**config.mk**
```make
export PLATFORM = sky130hd
export DESIGN_NAME = spi_master_tx
export DESIGN_NICKNAME = d
export VERILOG_FILES = /design/src/rtl/hub75_pkg.sv /design/src/rtl/spi_half_tick.sv /design/src/rtl/spi_master_tx.sv
export SDC_FILE = /design/constraint.sdc
export NUM_CORES = 1
export LEC_CHECK = 0
export ABC_AREA = 0
export CORE_MARGIN = 1
export CORE_UTILIZATION = 25
export DETAILED_ROUTE_END_ITERATION = 8
export GPL_ROUTABILITY_DRIVEN = 0
export PLACE_DENSITY = 0.53
export SLEW_MARGIN = 20
export SYNTH_ARGS = -nofsm -noshare
export SYNTH_HDL_FRONTEND = slang
export SYNTH_SLANG_ARGS = --single-unit
```
**constraint.sdc**
```tcl
create_clock -name clock -period 4.4 [get_ports clock]
set_input_delay 0.88 -clock clock [delete_from_list [all_inputs] [get_ports clock]]
set_output_delay 0.88 -clock clock [all_outputs]
set_load 0.05 [all_outputs]
```
**src/rtl/hub75_pkg.sv**
```systemverilog
// ---------------------------------------------------------------------------
// hub75_pkg : shared pixel width and SPI transmitter state encoding
// Rev 1.0
// ---------------------------------------------------------------------------
`default_nettype none

package hub75_pkg;

  localparam int PIXEL_WIDTH = 16;

  typedef enum logic [1:0] {
    ST_SYNC  = 2'd0,
    ST_IDLE  = 2'd1,
    ST_SHIFT = 2'd2
  } state_e;

endpackage

`default_nettype wire

```
**src/rtl/spi_half_tick.sv**
```systemverilog
// ---------------------------------------------------------------------------
// spi_half_tick : half-period counter, one-cycle tick every HALF_PERIOD cycles
// Rev 1.0
// ---------------------------------------------------------------------------
`default_nettype none

module spi_half_tick #(
  parameter int HALF_PERIOD = 2
) (
  input  logic clock,
  input  logic reset,
  input  logic enable,
  output logic tick
);

  localparam int CW = (HALF_PERIOD > 1) ? $clog2(HALF_PERIOD) : 1;
  localparam logic [CW-1:0] C_LAST = CW'(HALF_PERIOD - 1);

  logic [CW-1:0] cnt_q;

  assign tick = enable && (cnt_q == C_LAST);

  // Disabled counter parks at zero so every enabled phase starts a full half period.
  always_ff @(posedge clock) begin
    if (!reset) begin
      cnt_q <= '0;
    end else if (!enable || tick) begin
      cnt_q <= '0;
    end else begin
      cnt_q <= cnt_q + CW'(1);
    end
  end

endmodule

`default_nettype wire

```
**src/rtl/spi_master_tx.sv**
```systemverilog
// ---------------------------------------------------------------------------
// spi_master_tx : 16-bit MSB-first SPI transmitter with receiver resync phase
// Rev 1.0
// ---------------------------------------------------------------------------
`default_nettype none

module spi_master_tx
  import hub75_pkg::*;
#(
  parameter int HALF_PERIOD = 2,
  parameter int SYNC_CYCLES = 4
) (
  input  logic                   clock,
  input  logic                   reset,
  input  logic [PIXEL_WIDTH-1:0] in_data,
  input  logic                   in_valid,
  output logic                   in_ready,
  output logic                   spi_clk,
  output logic                   spi_mosi,
  output logic                   spi_reset,
  output logic                   busy
);

  localparam int SW = $clog2(SYNC_CYCLES + 1);
  localparam logic [SW-1:0] C_SYNC_LAST = SW'(SYNC_CYCLES);

  state_e                 state_q;
  logic [PIXEL_WIDTH-1:0] shreg_q;
  logic [3:0]             bit_q;
  logic [SW-1:0]          sync_cnt_q;
  logic                   sclk_q;
  logic                   mosi_q;
  logic                   sreset_q;

  logic w_tick;
  logic w_last_bit;
  logic w_accept;

  spi_half_tick #(
    .HALF_PERIOD(HALF_PERIOD)
  ) u_half_tick (
    .clock (clock),
    .reset (reset),
    .enable(state_q != ST_IDLE),
    .tick  (w_tick)
  );

  // Final cycle of bit 0's high phase: the only SHIFT cycle open to a new word.
  assign w_last_bit = (state_q == ST_SHIFT) && sclk_q && (bit_q == 4'd0) && w_tick;
  assign in_ready   = (state_q == ST_IDLE) || w_last_bit;
  assign w_accept   = in_valid && in_ready;

  assign spi_clk   = sclk_q;
  assign spi_mosi  = mosi_q;
  assign spi_reset = sreset_q;
  assign busy      = (state_q != ST_IDLE);

  always_ff @(posedge clock) begin
    if (!reset) begin
      state_q    <= ST_SYNC;
      shreg_q    <= '0;
      bit_q      <= 4'd0;
      sync_cnt_q <= '0;
      sclk_q     <= 1'b0;
      mosi_q     <= 1'b0;
      sreset_q   <= 1'b1;
    end else begin
      case (state_q)
        ST_SYNC: begin
          if (w_tick) begin
            if (!sclk_q) begin
              sclk_q     <= 1'b1;
              sync_cnt_q <= sync_cnt_q + SW'(1);
            end else begin
              sclk_q <= 1'b0;
              if (sync_cnt_q == C_SYNC_LAST) begin
                state_q  <= ST_IDLE;
                sreset_q <= 1'b0;
              end
            end
          end
        end

        ST_IDLE: begin
          if (w_accept) begin
            shreg_q <= in_data;
            mosi_q  <= in_data[PIXEL_WIDTH-1];
            bit_q   <= 4'd15;
            state_q <= ST_SHIFT;
          end
        end

        ST_SHIFT: begin
          if (w_tick) begin
            if (!sclk_q) begin
              sclk_q <= 1'b1;
            end else begin
              sclk_q <= 1'b0;
              if (bit_q == 4'd0) begin
                if (w_accept) begin
                  shreg_q <= in_data;
                  mosi_q  <= in_data[PIXEL_WIDTH-1];
                  bit_q   <= 4'd15;
                end else begin
                  state_q <= ST_IDLE;
                end
              end else begin
                bit_q   <= bit_q - 4'd1;
                shreg_q <= {shreg_q[PIXEL_WIDTH-2:0], 1'b0};
                mosi_q  <= shreg_q[PIXEL_WIDTH-2];
              end
            end
          end
        end

        default: state_q <= ST_SYNC;
      endcase
    end
  end

endmodule

`default_nettype wire

```
==> impl_results.md <==
- Worst setup EP type: primary output
- # diodes: 0
- Final Util: 0.334
- Slew Limit Fails: 0
- Die Y: 73.7 um
- Post-CTS Setup Bufs: 0
- Post-synth EDFFs: 0
- Via Count: 1019
- Final WL: 2770 um
- Vias in the first global route: 991
- Layout cells sized above 1: 0.125
- Sequential share of the synthesized area: 0.437
- CTS sink cnt: 28
- Clock power frac: 0.394
- Row cnt: 25
- Post-cts sizing count: 0
- P_sw: 0.000102 W
- Largest net degree at the start of global routing: 29
- Nets: 167
- Remaining Overflow, GRT: 0
- Most common cell after layout, fill and taps aside: dfxtp_1
- Htree depth: 1
- Critical-path maximum fanout: 5
- Post-Syn Instances: 126
- Vias/cell: 4.83
- Io pins: 24
- Cts bufs inserted: 3
- Antenna-violating nets left: 0
- Slew @ Worst Pin: 1.04 ns
- P per Cell Area: 317 nW/um^2
- WHS: 0.474 ns
- Initial cell density of the core: 0.266
- Final hold violations: 0
- Initial antenna violation count: 0
- First-pass GRT wire length: 4550 um
- Unrepaired setup endpoints after global routing: false
- HP Class: register to register
- Most frequent cells in the layout: dfxtp_1, clkdlybuf4s50_1, o21a_1
- Peak supply drop: 0.258 mV
- Cell area after synthesis: 1280 sq um
- Worst-skew pair later-pin latency: 0.27 ns
- Max Root-Sink Buffers: 2
- Post-Syn Nets: 148
- Die width: 73.7 um
- Internal Power: 0.000408 W
- Final period util: 0.713
- Max Cap Viol: 0
- Clk_skew: 0.00958 ns
- Max Clk Rate: 319 MHz
- Setup TNS: 0 ns
- Arr. time, crit path: 2.26 ns
- Post-layout min period: 3.14 ns
- Initial drt markers: 72
- IO buf count: 23
- Hpwl dp: 1800 um
- CTS tree: done
- DRC: 0
- CTS Hold Bufs: 0
- Leakage: 0.599 nW
- Unique masters post-synth: 31
- Yosys warns: 0
- Comb pwr share: 0.095
- Area growth syn-to-layout: 25.3%
- Flops & latches, synth: 28
- Die footprint: 5430 sq um
- Startpoint types: register
- Status: completed
- Initial DRT Pass Iterations: 4
- GRT Util Overall: 0.108
- Slew margin rel.: 0.308
- Final setup fails: 0
- WP data required: 3.52 ns
- Sw Ratio: 0.200
- Reg clk slew, reported paths: 0.10 ns
- Ys async rst share: 0
- Kind of critical path: register to primary output
- WL per Instance: 13.1 um
- Average cell area after synthesis: 10.2 sq um
- CTS Root Cell: clkbuf_8
- Reg power frac: 0.511
- Synth Flop Type: dfxtp_1
- Core area: 4820 sq um
[state kept, by name, summed over array words and instances, names as in the netlist]
name,cells
sync_cnt_q,3
shreg_q,15
spi_clk,1
state_q,2
bit_q,4
spi_mosi,1
u_half_tick.cnt_q,1
spi_reset,1
[through the flow]
stage                     cell area (sq um)  total power (W)  std cells  setup WS [ns]
final                                  1610         0.000510        211           1.26
after global routing                   1610         0.000534        211           1.07
after CTS                              1610         0.000515        211           1.25
after detailed placement               1540         0.000315        207           1.35
after global placement                 1540         0.000314        207           1.42
after floorplan                        1280         0.000291        126           2.03
[cell usage after synthesis (all sizes together), types with 3 or more instances]
cell | number | share of area
nand3 | 4 | 0.016
o21a | 17 | 0.099
nand2 | 3 | 0.015
and3 | 3 | 0.015
a21oi | 3 | 0.012
dfxtp | 28 | 0.44
ha | 3 | 0.029
inv | 9 | 0.026
o21ai | 5 | 0.019
a31oi | 3 | 0.015
and2 | 3 | 0.015
o221a | 15 | 0.13
clkbuf | 3 | 0.0088
nor2b | 3 | 0.015
buf | 6 | 0.038
xnor2 | 3 | 0.020
[worst paths after layout]
path,startpoint,end,slack (ns),cells past startpoint
worst max-delay path,bit_q[0]$_SDFFE_PN0P_,in_ready,1.26,5
worst min-delay path,shreg_q[4]$_SDFFE_PN0P_,shreg_q[4]$_SDFFE_PN0P_,0.47,1
worst max register to register,bit_q[0]$_SDFFE_PN0P_,shreg_q[10]$_SDFFE_PN0P_,2.06,6
worst min register to register,shreg_q[4]$_SDFFE_PN0P_,shreg_q[4]$_SDFFE_PN0P_,0.47,1
[kinds of logic after synthesis]
family          count (synthesis)  synth area share
compound gates                 47             0.310
flops                          28             0.437
simple gates                   27             0.131
buf+inv                        18            0.0731
xor+xnor                        3            0.0205
fa+ha+maj                       3            0.0292
[area by class of cell]
type | instances | area, sq um
Fill cell | 522 | 3210
Sequential cell | 28 | 561
Inverter | 9 | 33.8
Timing Repair Buffer | 23 | 230
Multi-Input combinational cell | 80 | 629
Clock inverter | 1 | 30.0
Clock buffer | 3 | 41.3
Tap cell | 67 | 83.8
[power by group through the flow]
stage	combinational, W	clock [W]	sequential, W
after floorplan	0.0000216	0	0.000269
after global placement	0.0000472	0	0.000266
after detailed placement	0.0000485	0	0.000267
after CTS	0.0000489	0.000206	0.000261
after global routing	0.0000531	0.000219	0.000262
final	0.0000485	0.000201	0.000261
[critical path, stage by stage (launching register included)]
cell	delay [ns]
dfxtp_1	0.32
inv_1	0.08
ha_1	0.26
nor3b_1	0.32
a21o_1	0.20
clkdlybuf4s50_1	0.81
[layer usage]
metal,part of all wire,track usage,routed length (um),vias up
li1,-,-,-,502
met1,0.52,0.147,1440,480
met2,0.42,0.167,1160,35
met3,0.055,0.0357,152,2
met4,0.0051,0.0192,14,0
met5,0,0,0,-
(Power assumes the default switching activity.)
